<file path="config.mk">
export PLATFORM = sky130hd
export DESIGN_NAME = sw_frame_decoder_flat
export DESIGN_NICKNAME = d
export VERILOG_FILES = /design/src/rtl/sw_frame_decoder_if.sv /design/src/rtl/sw_frame_decoder.sv /design/src/flat_wrapper.sv
export SDC_FILE = /design/constraint.sdc
export NUM_CORES = 1
export LEC_CHECK = 0
export CAP_MARGIN = 25
export CORE_ASPECT_RATIO = 0.8
export CORE_MARGIN = 4
export CORE_UTILIZATION = 43
export DETAILED_ROUTE_END_ITERATION = 8
export PLACE_DENSITY_LB_ADDON = 0.08
export REMOVE_ABC_BUFFERS = 1
export SETUP_SLACK_MARGIN = 0.1
export SLEW_MARGIN = 0
export SYNTH_ARGS = -nofsm -noshare
export SYNTH_HDL_FRONTEND = slang
export SYNTH_SLANG_ARGS = --single-unit
</file>
<file path="constraint.sdc">
create_clock -name clk -period 2.06 [get_ports clk]
set_input_delay 0.412 -clock clk [delete_from_list [all_inputs] [get_ports clk]]
set_output_delay 0.412 -clock clk [all_outputs]
set_load 0.02 [all_outputs]
</file>
<file path="src/rtl/sw_frame_decoder_if.sv">
// Bundle of the FIFO pop, register-file req/ack and response valid/ready
// channels seen by sw_frame_decoder.
interface sw_frame_decoder_if #(
    parameter int W_WIDTH     = 8,
    parameter int FRAME_WIDTH = 32
);
    logic                   fifo_empty;
    logic                   fifo_rd_en;
    logic [FRAME_WIDTH-1:0] frame_in;

    logic                   reg_req;
    logic                   reg_wr;
    logic [4:0]             reg_addr;
    logic [W_WIDTH-1:0]     reg_wdata;
    logic                   reg_ack;
    logic [W_WIDTH-1:0]     reg_rdata;

    logic                   rsp_valid;
    logic                   rsp_ready;
    logic [7:0]             rsp_op_id;
    logic [W_WIDTH-1:0]     rsp_data;
    logic                   rsp_wr;
    logic                   rsp_err;

    modport master (
        input  fifo_empty,
        output fifo_rd_en,
        input  frame_in,
        output reg_req,
        output reg_wr,
        output reg_addr,
        output reg_wdata,
        input  reg_ack,
        input  reg_rdata,
        output rsp_valid,
        input  rsp_ready,
        output rsp_op_id,
        output rsp_data,
        output rsp_wr,
        output rsp_err
    );

    modport slave (
        output fifo_empty,
        input  fifo_rd_en,
        output frame_in,
        input  reg_req,
        input  reg_wr,
        input  reg_addr,
        input  reg_wdata,
        output reg_ack,
        output reg_rdata,
        input  rsp_valid,
        output rsp_ready,
        input  rsp_op_id,
        input  rsp_data,
        input  rsp_wr,
        input  rsp_err
    );
endinterface

</file>
<file path="src/rtl/sw_frame_decoder.sv">
// Pops one request frame, runs one register access, returns a tagged response.
// Define SW_DEC_WR_RSP_EN to also answer successful writes.
module sw_frame_decoder #(
    parameter int W_WIDTH     = 8,
    parameter int FRAME_WIDTH = 32,
    parameter int ACK_TIMEOUT = 15
) (
    input  logic               clk,
    input  logic               rst_n,
    sw_frame_decoder_if.master bus,
    output logic               busy
);

    localparam int CW     = $clog2(ACK_TIMEOUT + 1);
    localparam int RSV_LO = 22;

`ifdef SW_DEC_WR_RSP_EN
    localparam bit WR_RSP = 1'b1;
`else
    localparam bit WR_RSP = 1'b0;
`endif

    typedef enum logic [2:0] {
        IDLE = 3'd0,
        POP  = 3'd1,
        LOAD = 3'd2,
        REQ  = 3'd3,
        RSP  = 3'd4
    } state_t;

    state_t state, state_d;

    logic [CW-1:0]      cnt, cnt_d;
    logic [7:0]         op_q, op_d;
    logic               fifo_rd_en_q, fifo_rd_en_d;
    logic               reg_req_q, reg_req_d;
    logic               reg_wr_q, reg_wr_d;
    logic [4:0]         reg_addr_q, reg_addr_d;
    logic [W_WIDTH-1:0] reg_wdata_q, reg_wdata_d;
    logic               rsp_valid_q, rsp_valid_d;
    logic [7:0]         rsp_op_id_q, rsp_op_id_d;
    logic [W_WIDTH-1:0] rsp_data_q, rsp_data_d;
    logic               rsp_wr_q, rsp_wr_d;
    logic               rsp_err_q, rsp_err_d;
    logic               busy_q, busy_d;

    logic rsv_bad;
    logic timeout;

    assign rsv_bad = |bus.frame_in[FRAME_WIDTH-1:RSV_LO];
    // The ack is checked before this, so a same-cycle ack still wins.
    assign timeout = (cnt == CW'(ACK_TIMEOUT - 1));

    always_ff @(posedge clk) begin
        if (!rst_n) begin
            state        <= IDLE;
            cnt          <= '0;
            op_q         <= '0;
            fifo_rd_en_q <= 1'b0;
            reg_req_q    <= 1'b0;
            reg_wr_q     <= 1'b0;
            reg_addr_q   <= '0;
            reg_wdata_q  <= '0;
            rsp_valid_q  <= 1'b0;
            rsp_op_id_q  <= '0;
            rsp_data_q   <= '0;
            rsp_wr_q     <= 1'b0;
            rsp_err_q    <= 1'b0;
            busy_q       <= 1'b0;
        end else begin
            state        <= state_d;
            cnt          <= cnt_d;
            op_q         <= op_d;
            fifo_rd_en_q <= fifo_rd_en_d;
            reg_req_q    <= reg_req_d;
            reg_wr_q     <= reg_wr_d;
            reg_addr_q   <= reg_addr_d;
            reg_wdata_q  <= reg_wdata_d;
            rsp_valid_q  <= rsp_valid_d;
            rsp_op_id_q  <= rsp_op_id_d;
            rsp_data_q   <= rsp_data_d;
            rsp_wr_q     <= rsp_wr_d;
            rsp_err_q    <= rsp_err_d;
            busy_q       <= busy_d;
        end
    end

    always_comb begin
        state_d = state;
        unique case (state)
            IDLE: begin
                if (!bus.fifo_empty) state_d = POP;
            end
            POP: begin
                state_d = LOAD;
            end
            LOAD: begin
                state_d = rsv_bad ? RSP : REQ;
            end
            REQ: begin
                if (bus.reg_ack) begin
                    state_d = (reg_wr_q && !WR_RSP) ? IDLE : RSP;
                end else if (timeout) begin
                    state_d = RSP;
                end
            end
            RSP: begin
                if (bus.rsp_ready) state_d = IDLE;
            end
            default: begin
                state_d = IDLE;
            end
        endcase
    end

    // Outputs are registered: their next values follow the next state.
    always_comb begin
        op_d         = op_q;
        reg_wr_d     = reg_wr_q;
        reg_addr_d   = reg_addr_q;
        reg_wdata_d  = reg_wdata_q;
        rsp_op_id_d  = rsp_op_id_q;
        rsp_data_d   = rsp_data_q;
        rsp_wr_d     = rsp_wr_q;
        rsp_err_d    = rsp_err_q;
        fifo_rd_en_d = (state_d == POP);
        reg_req_d    = (state_d == REQ);
        rsp_valid_d  = (state_d == RSP);
        busy_d       = (state_d != IDLE);
        cnt_d        = (state == REQ) ? cnt + CW'(1) : '0;

        unique case (state)
            LOAD: begin
                op_d        = bus.frame_in[7:0];
                reg_wr_d    = bus.frame_in[16];
                reg_addr_d  = bus.frame_in[21:17];
                reg_wdata_d = bus.frame_in[8 +: W_WIDTH];
                if (rsv_bad) begin
                    rsp_op_id_d = bus.frame_in[7:0];
                    rsp_wr_d    = bus.frame_in[16];
                    rsp_err_d   = 1'b1;
                    rsp_data_d  = '0;
                end
            end
            REQ: begin
                if (state_d == RSP) begin
                    rsp_op_id_d = op_q;
                    rsp_wr_d    = reg_wr_q;
                    if (bus.reg_ack) begin
                        rsp_err_d  = 1'b0;
                        rsp_data_d = reg_wr_q ? '0 : bus.reg_rdata;
                    end else begin
                        rsp_err_d  = 1'b1;
                        rsp_data_d = '0;
                    end
                end
            end
            default: begin
            end
        endcase
    end

    assign bus.fifo_rd_en = fifo_rd_en_q;
    assign bus.reg_req    = reg_req_q;
    assign bus.reg_wr     = reg_wr_q;
    assign bus.reg_addr   = reg_addr_q;
    assign bus.reg_wdata  = reg_wdata_q;
    assign bus.rsp_valid  = rsp_valid_q;
    assign bus.rsp_op_id  = rsp_op_id_q;
    assign bus.rsp_data   = rsp_data_q;
    assign bus.rsp_wr     = rsp_wr_q;
    assign bus.rsp_err    = rsp_err_q;
    assign busy           = busy_q;

endmodule

</file>
<file path="src/flat_wrapper.sv">
// flat-port wrapper written by rule: the top's interface ports become plain ports
module sw_frame_decoder_flat 
#(
    parameter int W_WIDTH     = 8,
    parameter int FRAME_WIDTH = 32,
    parameter int ACK_TIMEOUT = 15
)
  (clk, rst_n, busy, bus_fifo_empty, bus_fifo_rd_en, bus_frame_in, bus_reg_req, bus_reg_wr, bus_reg_addr, bus_reg_wdata, bus_reg_ack, bus_reg_rdata, bus_rsp_valid, bus_rsp_ready, bus_rsp_op_id, bus_rsp_data, bus_rsp_wr, bus_rsp_err);
  sw_frame_decoder_if #(.W_WIDTH(W_WIDTH), .FRAME_WIDTH(FRAME_WIDTH)) bus_i ();
  input  logic clk;
  input  logic rst_n;
  output logic busy;
  input wire logic [$bits(bus_i.fifo_empty)-1:0] bus_fifo_empty;
  output wire logic [$bits(bus_i.fifo_rd_en)-1:0] bus_fifo_rd_en;
  input wire logic [$bits(bus_i.frame_in)-1:0] bus_frame_in;
  output wire logic [$bits(bus_i.reg_req)-1:0] bus_reg_req;
  output wire logic [$bits(bus_i.reg_wr)-1:0] bus_reg_wr;
  output wire logic [$bits(bus_i.reg_addr)-1:0] bus_reg_addr;
  output wire logic [$bits(bus_i.reg_wdata)-1:0] bus_reg_wdata;
  input wire logic [$bits(bus_i.reg_ack)-1:0] bus_reg_ack;
  input wire logic [$bits(bus_i.reg_rdata)-1:0] bus_reg_rdata;
  output wire logic [$bits(bus_i.rsp_valid)-1:0] bus_rsp_valid;
  input wire logic [$bits(bus_i.rsp_ready)-1:0] bus_rsp_ready;
  output wire logic [$bits(bus_i.rsp_op_id)-1:0] bus_rsp_op_id;
  output wire logic [$bits(bus_i.rsp_data)-1:0] bus_rsp_data;
  output wire logic [$bits(bus_i.rsp_wr)-1:0] bus_rsp_wr;
  output wire logic [$bits(bus_i.rsp_err)-1:0] bus_rsp_err;
  assign bus_i.fifo_empty = bus_fifo_empty;
  assign bus_fifo_rd_en = bus_i.fifo_rd_en;
  assign bus_i.frame_in = bus_frame_in;
  assign bus_reg_req = bus_i.reg_req;
  assign bus_reg_wr = bus_i.reg_wr;
  assign bus_reg_addr = bus_i.reg_addr;
  assign bus_reg_wdata = bus_i.reg_wdata;
  assign bus_i.reg_ack = bus_reg_ack;
  assign bus_i.reg_rdata = bus_reg_rdata;
  assign bus_rsp_valid = bus_i.rsp_valid;
  assign bus_i.rsp_ready = bus_rsp_ready;
  assign bus_rsp_op_id = bus_i.rsp_op_id;
  assign bus_rsp_data = bus_i.rsp_data;
  assign bus_rsp_wr = bus_i.rsp_wr;
  assign bus_rsp_err = bus_i.rsp_err;
  sw_frame_decoder #(.W_WIDTH(W_WIDTH), .FRAME_WIDTH(FRAME_WIDTH), .ACK_TIMEOUT(ACK_TIMEOUT)) u_core (.clk(clk), .rst_n(rst_n), .bus(bus_i), .busy(busy));
endmodule
</file>
---- Yosys cells after proc, flatten, opt, wreduce, memory -nomap -nowiden ----
Cells that the tools add are included.
storage, ports and cells
  memories ................................ 0
  bits in read-only memories .............. 0
  word-level logic and storage cells ...... 53
  output and inout port bits .............. 36
  register bits ........................... 51
  bits in writable memories ............... 0
  bits in latches ......................... 0
  bits of input ports ..................... 45
cells by class
  muxes and demuxes ....................... 22
  divide/modulo/power cells ............... 0
  $add $sub $neg .......................... 1
  shifts and indexed selects .............. 0
  eq/ne operators ......................... 10
  $lt $le $gt $ge ......................... 0
  bitwise logic cells ..................... 0
  multiply operators ...................... 0
  reduce and logical (&&, ||, !) cells .... 6
operators by type and width
  operator                                                                count
  8-bit 2-to-1 mux                                                        6
  8-bit one-hot mux with 2 select lines                                   2
  3-bit 2-to-1 mux                                                        6
  3-bit one-hot mux with 5 select lines                                   1
  10-bit OR reduction                                                     1
  3-bit by 2-bit equality test with 1-bit output (second input constant)  3
  3-bit by 1-bit equality test with 1-bit output (second input constant)  2
  3-bit equality test (second input constant)                             2
  1-bit 2-to-1 mux                                                        5
  4-bit by 1-bit adder with 4-bit output (second input constant)          1
  4-bit equality test (second input constant)                             1
  2-bit by 1-bit != test with 1-bit output (second input constant)        2
  1-bit one-hot mux with 2 select lines                                   2
  3-bit zero test                                                         1
  3-bit AND reduction                                                     1
  3-bit nonzero test                                                      1
  2-bit AND reduction                                                     1
  2-bit nonzero test                                                      1

---- Logic depth before layout (Yosys ltp) ----
Gate-level depths: netlist of the first run.
  depth in word-level cells ............... 7
  gate-level depth with buffers ........... 7
  mapped depth without buffers ............ 6

---- Least setup slack after synthesis of the first run ----
Ideal clock, no wire load.
  path type ............................... in2reg
  from .................................... input bus_frame_in[29]
  to ...................................... register u_core.rsp_op_id_q[0], in the netlist u_core.bus.rsp_op_id[0]
  stages .................................. 5
  buffers on the path ..................... 1
  library setup time ...................... 0.072 ns
  path slack .............................. 0.433 ns
  arrival ................................. 1.556 ns
  required time ........................... 1.988 ns
  cells stage by stage .................... nor4_2 > a31oi_4 > nor2_2 > buf_6 > mux2i_1
on the way
  word-level cells in the longest chain between the ends .. 6
  elaborated cells on any way between the ends .. 7
  classes of those cells .................. eq/ne: 3; mux: 2; reduce/logical: 2
RTL lines
  element                                             line                     text
  start, declared                                     flat_wrapper.sv:15       input wire logic [$bits(bus_i.frame_in)-1:0] bus_frame_in;
  10-bit OR reduction *                               sw_frame_decoder.sv:50   assign rsv_bad = |bus.frame_in[FRAME_WIDTH-1:RSV_LO];
  3-bit 2-to-1 mux                                    sw_frame_decoder.sv:98   state_d = rsv_bad ? RSP : REQ;
  3-bit one-hot mux with 5 select lines               sw_frame_decoder.sv:90   unique case (state)
  3-bit equality test                                 sw_frame_decoder.sv:146  if (state_d == RSP) begin
  2-bit by 1-bit != test with 1-bit output (no line)  n/a
  3-bit AND reduction (no line) *                     n/a
  end signal, assigned                                sw_frame_decoder.sv:80   rsp_op_id_q <= rsp_op_id_d;
  end, declared                                       sw_frame_decoder.sv:41   logic [7:0] rsp_op_id_q, rsp_op_id_d;
Every way passes the cells marked *; elsewhere a longest branch is shown, timed or not.
A chain may end at the register's enable or synchronous reset.

---- Final worst setup path of the first run ----
  from .................................... register u_core.state[2]
  to ...................................... register u_core.rsp_data_q[7], in the netlist u_core.bus.rsp_data[7]
on the way
  word-level cells in the longest chain between the ends .. 6
  elaborated cells on any way between the ends .. 16
  classes of those cells .................. eq/ne: 7; mux: 6; reduce/logical: 3
RTL lines
  element                                             line                     text
  start, declared                                     sw_frame_decoder.sv:31   state_t state, state_d;
  start signal, assigned                              sw_frame_decoder.sv:71   state <= state_d;
  3-bit 2-to-1 mux                                    sw_frame_decoder.sv:103  end else if (timeout) begin
  3-bit 2-to-1 mux                                    sw_frame_decoder.sv:101  if (bus.reg_ack) begin
  3-bit one-hot mux with 5 select lines               sw_frame_decoder.sv:90
  3-bit equality test                                 sw_frame_decoder.sv:146
  2-bit by 1-bit != test with 1-bit output (no line)  n/a
  3-bit AND reduction (no line)                       n/a
  end signal, assigned                                sw_frame_decoder.sv:81   rsp_data_q <= rsp_data_d;
  end, declared                                       sw_frame_decoder.sv:42   logic [W_WIDTH-1:0] rsp_data_q, rsp_data_d;
Several ways; a longest one is shown, not always the timed one.

==> flow_summary.yaml, run 1 <==
run_status:
  outcome: "completed"
yosys:
  synthCells: 220
  synthArstFlopShare_pct: 0
  netlist_area_um2: 2070
  synth_cell_types: 38
  ys_ff_latch: 51
  synth_edf_count: 0
  syn_area_per_cell_um2: 9.40
  ys_seq_area_share_pct: 49.4
  synthFlopType: "dfxtp_1"
  ys_warn_count: 0
pwr:
  p_int_w: 0.00157
  swShare_pct: 23.1
  p_switching_w: 0.000470
  p_comb_share_pct: 13.8
  power_density_nw_per_um2: 667
  vdd_drop_max_v: 0.000464
  p_seq_share_pct: 50.7
  total_power_w: 0.00204
  clkPwrFrac_pct: 35.5
  leakagePower_nw: 1.16
timing:
  tightest_slew_ns: 0.466
  fin_skew_ns: 0.00847
  finalCriticalPeriod_ns: 1.78
  max_slew_margin_pct: 68.5
  setup_violations: 0
  rsz0062_at_grt: "false"
  final_hold_viol_count: 0
  setup_slack_ns: 0.278
  min_period_over_period_pct: 86.5
  max_freq_ghz: 0.561
  slew_viol_final: 0
worst_setup_path:
  worstPathCellList: "nor4b_1, o211a_1, nor2_2, buf_4, a32o_1"
  required_ns: 2.26
  end_kind: "register"
  crit_type: "register to register"
  cp.arrival_ns: 1.99
  cp-start-kind: "register"
  crit_slowest_cell: "dfxtp_1"
  path_delay_family: "flip-flops"
  slowest_delay_ns: 0.51
  critPathBufInv: 1
  crit_path_max_fanout: 10
floorplan:
  io_pins: 81
  die_area_um2: 5990
  rows: 22
  die_y_um: 70.0
  initial_core_util_pct: 44.7
  fp.dieW_um: 85.5
  core_area_um2: 4620
drt:
  routed_wirelength_mm: 5.00
  drcViolationCount: 0
  vias: 1767
  drt_iter0_markers: 50
  first_pass_iters: 5
  ant_nets: 0
  viasPerCell: 4.88
  wl_per_cell_um: 13.8
clocking:
  cts_buffers: 5
  postCtsSetupBuffers: 0
  clk_latency_ns: 0.31
  cts_tree: "yes"
  cts_max_path_buffers: 2
  htreeDepth: 2
  cts.repair.resized: 0
  cts_root_buf: "clkbuf_8"
  clk_pin_slew_ns: 0.09
  holdBufCountCts: 0
  cts_sinks: 51
global_route:
  gr-total-overflow: 0
  antenna_found_initial: 0
  grt_pass1_vias: 1800
  grt_usage_pct: 17.0
  grt_start_max_net_pins: 31
  grt_pass1_wl_mm: 8.19
min_path:
  hp-class: "register to register"
cells_and_area:
  layout_commonest_cell: "clkdlybuf4s50_1"
  diodes: 0
  drive_above_1_share_pct: 10.9
  post-route-util_pct: 66.2
  mostFrequentLayoutCells: "clkdlybuf4s50_1 (79), nand2_1 (64), dfxtp_1 (51)"
  final_cell_area_um2: 3060
  fin_nets: 348
  synthToLayoutAreaGrowth_pct: 48.0
placement:
  numPortBuffers: 80
  dpl_worst_slack_ns: -0.0102
  placed_cell_area_um2: 2940
  gp_congestion: 0.764
  hpwl_mm: 3.50
run:
  cap_violations: 0
==> path summary, 6_finish.rpt <==
| kind | from | end | slack [ns] | cells past startpoint |
|---|---|---|---|---|
| setup / recovery | u_core.state[2] | u_core.bus.rsp_data[7] | 0.28 | 5 |
| hold / removal | u_core.bus.rsp_err | u_core.bus.rsp_err | 0.45 | 2 |
| hold reg to reg | u_core.bus.rsp_err | u_core.bus.rsp_err | 0.45 | 2 |
| setup reg to reg | u_core.state[2] | u_core.bus.rsp_data[7] | 0.28 | 5 |
==> tightest hold or removal path: cells and delay by family (launching register included) <==
kind                   cells  cell delay, ns
AO/OA/AOI/OAI              1            0.05
buffers and inverters      1            0.05
flip-flops                 1            0.32
==> final cells by class <==
type	count	area (um2)
timing repair buffer	88	856
multi-input combinational	152	978
tap	60	75.1
clock inverter	2	35.0
inverter	3	11.3
clock buffer	6	82.6
fill	404	1570
sequential	51	1020
==> synthesized netlist by cell type, drive strengths merged, types with 2 or more instances <==
library cell,number,share of area [%]
nand2,64,12
dfxtp,51,49
a21boi,22,8.0
clkbuf,10,1.8
mux2,9,4.9
mux2i,9,4.4
a32o,8,3.9
nor2,8,1.6
and2,4,1.2
buf,4,1.3
inv,3,0.54
nor4,3,1.5
a21oi,2,0.48
ha,2,1.2
o21a,2,0.73
o21ai,2,0.48
==> layer usage <==
layer	vias up	wire length, um	track usage, %
li1	904	-	-
met1	811	2340	20.7
met2	41	2290	28.1
met3	11	290	5.19
met4	0	68	5.98
met5	-	0	0
==> flip-flops by register name, summed over array words and instances (netlist names) <==
| name | count |
|---|---|
| u_core.state | 3 |
| u_core.bus.reg_req | 1 |
| u_core.bus.rsp_valid | 1 |
| u_core.bus.fifo_rd_en | 1 |
| u_core.busy | 1 |
| u_core.bus.reg_wdata | 8 |
| u_core.bus.rsp_data | 8 |
| u_core.bus.rsp_op_id | 8 |
| u_core.bus.rsp_err | 1 |
| u_core.bus.reg_addr | 5 |
| u_core.cnt | 4 |
| u_core.op_q | 8 |
| u_core.bus.rsp_wr | 1 |
| u_core.bus.reg_wr | 1 |
==> per-stage QoR <==
step           hold WS (ns)  TNS [ns]  cells
6_report              0.451         0    362
5_1_grt               0.471         0    362
4_1_cts               0.456         0    362
3_5_place_dp          0.442   -0.0463    354
3_3_place_gp          0.436         0    354
2_1_floorplan         0.430    -0.826    206
==> power groups by stage <==
stage | Sequential [W] | Combinational (W) | Clock (W)
floorplan | 0.00108 | 0.0000832 | 0
global placement | 0.00106 | 0.000280 | 0
detailed placement | 0.00106 | 0.000282 | 0
CTS | 0.00103 | 0.000284 | 0.000745
global route | 0.00104 | 0.000304 | 0.000785
finish | 0.00103 | 0.000282 | 0.000725
==> cells by family after synthesis <==
kind of cell	count (synthesis)	share of synthesized area [%]
compound gates	42	16.6
xor+xnor	2	0.848
fa+ha+maj	2	1.21
buf+inv	17	3.63
flops	51	49.4
mux	18	9.26
simple gates	88	19.0
Note: power is estimated with default switching activity, not from simulation.
==> inputs of run 2 (changes only) <==
--- a/config.mk
+++ b/config.mk
@@ -5,10 +5,11 @@
 export SDC_FILE = /design/constraint.sdc
 export NUM_CORES = 1
 export LEC_CHECK = 0
+export ABC_AREA = 1
 export CAP_MARGIN = 25
 export CORE_ASPECT_RATIO = 0.8
-export CORE_MARGIN = 4
-export CORE_UTILIZATION = 43
+export CORE_UTILIZATION = 44
+export CTS_CLUSTER_SIZE = 8
 export DETAILED_ROUTE_END_ITERATION = 8
 export PLACE_DENSITY_LB_ADDON = 0.08
 export REMOVE_ABC_BUFFERS = 1
==> run 2 against run 1 <==
Die area is 13% lower. Clock skew decreased by 0.0051 ns. Routed wire length decreased by 0.22%. Utilization shrank 0.16 points. Worst hold slack got worse by 0.0023 ns. Synthesized cell count rose by 22%. Highest routed layer unchanged. Critical path depth is 4 lower. Count of clock-buffer cells in the layout grew 1.
==> flow_summary.yaml, run 2 <==
run_status:
  outcome: "completed"
global_route:
  antenna_found_initial: 0
  grt_pass1_wl_mm: 8.47
  grt_start_max_net_pins: 32
  gr-total-overflow: 0
  grt_pass1_vias: 1870
  grt_usage_pct: 21.2
cells_and_area:
  layout_commonest_cell: "clkdlybuf4s50_1"
  drive_above_1_share_pct: 13.0
  fin_nets: 393
  diodes: 0
  mostFrequentLayoutCells: "clkdlybuf4s50_1 (80), dfxtp_1 (51), nor2_1 (42)"
  synthToLayoutAreaGrowth_pct: 41.8
pwr:
  leakagePower_nw: 1.18
  clkPwrFrac_pct: 29.1
  power_density_nw_per_um2: 623
  p_switching_w: 0.000496
  p_int_w: 0.00143
  p_comb_share_pct: 16.6
  vdd_drop_max_v: 0.000437
  p_seq_share_pct: 54.3
  swShare_pct: 25.8
worst_setup_path:
  path_delay_family: "buffers and inverters"
  worstPathCellList: "clkdlybuf4s50_1"
  rrSetupSlack_ns: 0.47
  end_kind: "primary output"
  crit_slowest_cell: "clkdlybuf4s50_1"
  required_ns: 1.65
  crit_type: "register to primary output"
  startpoint: "u_core.bus.rsp_err"
  critPathBufInv: 1
  r2r-start: "u_core.cnt[0]"
  crit_path_max_fanout: 2
  cp-start-kind: "register"
  cp.arrival_ns: 1.29
  slowest_delay_ns: 0.62
clocking:
  cts_buffers: 5
  clk_pin_slew_ns: 0.09
  clk_latency_ns: 0.30
  cts_root_buf: "clkbuf_8"
  cts_tree: "yes"
  htreeDepth: 2
  cts.repair.resized: 0
  cts_sinks: 51
  postCtsSetupBuffers: 0
  holdBufCountCts: 0
  cts_max_path_buffers: 2
drt:
  routed_wirelength_mm: 4.99
  first_pass_iters: 4
  wl_per_cell_um: 12.2
  vias: 1974
  ant_nets: 0
  viasPerCell: 4.85
  drt_iter0_markers: 79
  drcViolationCount: 0
yosys:
  netlist_area_um2: 2180
  synthFlopType: "dfxtp_1"
  ys_seq_area_share_pct: 46.9
  netlist.area_leader.share_pct: 46.9
  synth_cell_types: 30
  synthArstFlopShare_pct: 0
  synthTopCellsByArea: "dfxtp_1 (47%), nor2_1 (7.2%), nand2_1 (6.0%)"
  ys_ff_latch: 51
  synth_edf_count: 0
  synthCells: 269
  netlist_top_cells_count: "dfxtp_1 (51), nor2_1 (42), nand2_1 (35)"
  synth_area_leader_cell: "dfxtp_1"
  syn_area_per_cell_um2: 8.10
  ys_warn_count: 0
  synth_most_common_cell: "dfxtp_1"
placement:
  numPortBuffers: 80
  hpwl_mm: 3.54
  gp_congestion: 0.768
  dpl_worst_slack_ns: 0.164
floorplan:
  core_area_um2: 4680
  die_y_um: 64.9
  initial_core_util_pct: 46.6
  rows: 22
  fp.dieW_um: 80.7
  io_pins: 81
  die_area_um2: 5240
timing:
  finalSetupTns_ns: 0
  finalCriticalPeriod_ns: 1.71
  tightest_slew_ns: 0.539
  min_period_over_period_pct: 82.8
  max_freq_ghz: 0.586
  slew_viol_final: 0
  setup_slack_ns: 0.355
  fin_skew_ns: 0.00334
  final_hold_viol_count: 0
  rsz0062_at_grt: "false"
  max_slew_margin_pct: 64.0
  setup_violations: 0
run:
  cap_violations: 0
min_path:
  hp-class: "register to register"
  min_from: "u_core.op_q[2]"
## run 2: changes by cell type in the layout (fill, tap and decap cells not counted), sizes merged, moves of 8 or more
cell | before | now
nor2 | 8 | 45
o21ai | 2 | 32
a21oi | 2 | 28
nand2 | 64 | 38
a21boi | 22 | 0
nand3 | 1 | 22
inv | 3 | 19
mux2 | 9 | 0
mux2i | 9 | 0
a32o | 8 | 0
nand4 | 1 | 9
## run 2: cell type report
type,count,area [um2]
Fill cell,419,1590
Clock inverter,1,5.00
Clock buffer,7,76.3
Inverter,20,75.1
Timing Repair Buffer,86,858
Multi-Input combinational cell,182,977
Sequential cell,51,1020
Tap cell,60,75.1
## run 2: final timing paths
| path | cells after the start | endpoint |
|---|---|---|
| min | 2 | u_core.op_q[2] |
| max reg2reg | 8 | u_core.bus.rsp_err |
| max | 1 | bus_rsp_err |
| min reg2reg | 2 | u_core.op_q[2] |
## run 2: power groups by stage
stage | logic [W] | clock network, W | registers (W)
floorplan | 0.000103 | 0 | 0.00110
global placement | 0.000318 | 0 | 0.00107
detailed placement | 0.000321 | 0 | 0.00107
CTS | 0.000322 | 0.000576 | 0.00105
global route | 0.000348 | 0.000626 | 0.00105
finish | 0.000320 | 0.000560 | 0.00104
## run 2: logic make-up after synthesis
group,after synthesis,synth area share [%]
buf+inv,36,8.27
xor+xnor,1,0.402
flops,51,46.9
compound gates,61,16.2
fa+ha+maj,2,1.15
simple gates,118,27.1
## run 2: routing by layer
metal	up-vias	share of wire, %	global-route usage [%]
met4	0	1.5	8.04
met2	56	43	33.9
met1	868	49	27.1
li1	1042	-	-
met3	8	6.2	5.63
met5	-	0	0
## run 2: per-stage QoR
| stage | area, um2 | utilization [%] | power, W | instances | hold WS [ns] |
|---|---|---|---|---|---|
| after global placement | 3010 | 64.3 | 0.00139 | 399 | 0.435 |
| after CTS | 3090 | 66.0 | 0.00194 | 407 | 0.452 |
| after global routing | 3090 | 66.0 | 0.00202 | 407 | 0.462 |
| after floorplan | 2070 | - | 0.00120 | 253 | 0.425 |
| after detailed placement | 3010 | 64.3 | 0.00139 | 399 | 0.440 |
| final | 3090 | 66.0 | 0.00193 | 407 | 0.449 |
==> inputs of run 3 (changes only) <==
==> constraint.sdc (replaced) <==
create_clock -name clk -period 1.6 [get_ports clk]
set_input_delay 0.32 -clock clk [delete_from_list [all_inputs] [get_ports clk]]
set_output_delay 0.32 -clock clk [all_outputs]
set_load 0.02 [all_outputs]
==> run 3 against run 2 <==
Critical path depth increased by 7. Largest cell class unchanged. Utilization is 3.1 points higher. Count of clock-buffer cells in the layout is 1 lower. Largest power group unchanged. First-iteration DRC count is 11% higher. Global-route usage is 0.11 points lower. Die area is the same. Critical endpoint is now u_core.bus.rsp_op_id[1]. Flip-flop and latch count is the same. Register-to-register slack worse by 0.25 ns.
==> flow_summary.yaml, run 3 (synthesized netlist as in run 2, its figures left out) <==
floorplan:
  rows: 22
  core_area_um2: 4680
  die_y_um: 64.9
  initial_core_util_pct: 46.6
  io_pins: 81
  fp.dieW_um: 80.7
  die_area_um2: 5240
global_route:
  grt_pass1_vias: 1877
  gr-total-overflow: 0
  grt_pass1_wl_mm: 8.50
  grt_start_max_net_pins: 22
  antenna_found_initial: 0
  grt_usage_pct: 21.1
worst_setup_path:
  cp.arrival_ns: 1.65
  end_kind: "register"
  crit_path_max_fanout: 15
  required_ns: 1.84
  crit_type: "primary input to register"
  cp-start-kind: "primary input"
placement:
  hpwl_mm: 3.68
  numPortBuffers: 80
  gp_congestion: 0.720
clocking:
  cts_max_path_buffers: 2
  cts_root_buf: "clkbuf_8"
  clk_latency_ns: 0.30
  clk_pin_slew_ns: 0.09
  cts_tree: "yes"
  cts_buffers: 5
  htreeDepth: 2
  cts_sinks: 51
  holdBufCountCts: 0
timing:
  rsz0062_at_grt: "false"
  setup_violations: 0
  min_period_over_period_pct: 87.8
  max_slew_margin_pct: 81.4
  finalSetupTns_ns: 0
  slew_viol_final: 0
  tightest_slew_ns: 0.278
  finalCriticalPeriod_ns: 1.41
  max_freq_ghz: 0.712
  fin_skew_ns: 0.00178
  final_hold_viol_count: 0
  holdWs_ns: 0.435
cells_and_area:
  mostFrequentLayoutCells: "dfxtp_1 (50), clkdlybuf4s50_1 (44), nor2_1 (42)"
  drive_above_1_share_pct: 17.7
  post-route-util_pct: 69.1
  synthToLayoutAreaGrowth_pct: 48.4
  layout_commonest_cell: "dfxtp_1"
  fin_nets: 408
  n_fill_cell: 406
  diodes: 0
drt:
  first_pass_iters: 4
  vias: 2031
  wl_per_cell_um: 12.0
  drt_iter0_markers: 88
  drcViolationCount: 0
  viasPerCell: 4.81
  routed_wirelength_mm: 5.08
  ant_nets: 0
run_status:
  outcome: "completed"
pwr:
  vdd_drop_max_v: 0.000561
  power_density_nw_per_um2: 828
  total_power_w: 0.00268
  leakagePower_nw: 1.45
run:
  cap_violations: 0
min_path:
  hp-class: "register to register"
[run 3: where the power goes]
part           switching (W)  internal, W
sequential         0.0000239      0.00132
combinational       0.000204     0.000206
clock               0.000417     0.000506
total               0.000645      0.00203
[run 3: final cells by class]
type,instances,area [um2],area share (%)
sequential,51,1020,31.6
multi-input combinational,182,987,30.5
timing repair buffer,101,955,29.5
clock buffer,6,82.6,2.56
inverter,20,75.1,2.32
tap,60,75.1,2.32
clock inverter,2,35.0,1.08
[run 3: critical path: stages]
cell             delay (ns)
clkdlybuf4s50_1        0.39
or2_1                  0.23
nor2_2                 0.12
nand2_1                0.07
nand2_2                0.12
buf_12                 0.16
nand3_1                0.09
a21oi_2                0.14
[run 3: path summary, 6_finish.rpt]
path | slack [ns] | endpoint | startpoint | cells past startpoint
max | 0.19 | u_core.bus.rsp_op_id[1] | bus_frame_in[23] | 8
min | 0.44 | u_core.cnt[0] | u_core.cnt[0] | 1
max reg2reg | 0.22 | u_core.bus.rsp_op_id[1] | u_core.cnt[0] | 8
min reg2reg | 0.44 | u_core.cnt[0] | u_core.cnt[0] | 1
[run 3: routing by layer]
layer | up-vias | wire length, um | part of all wire (%) | track usage [%]
li1 | 1068 | - | - | -
met1 | 909 | 2500 | 49 | 26.4
met2 | 47 | 2320 | 46 | 35.5
met3 | 7 | 204 | 4.0 | 4.79
met4 | 0 | 56 | 1.1 | 7.14
met5 | - | 0 | 0 | 0
[run 3: repair_timing]
| item | 4_1_cts | 5_1_grt |
|---|---|---|
| buffers inserted | 0 | 4 |
| pin swaps | 0 | 1 |
| endpoints found under the setup margin | 36 | 18 |
| gates resized for setup | 36 | 4 |
[run 3: through the flow]
step,cell area [um2],std cells,setup WS (ns)
floorplan,2070,253,0.134
global placement,3100,410,-0.117
detailed placement,3100,410,-0.144
CTS,3170,418,0.112
global route,3230,422,0.118
finish,3230,422,0.195
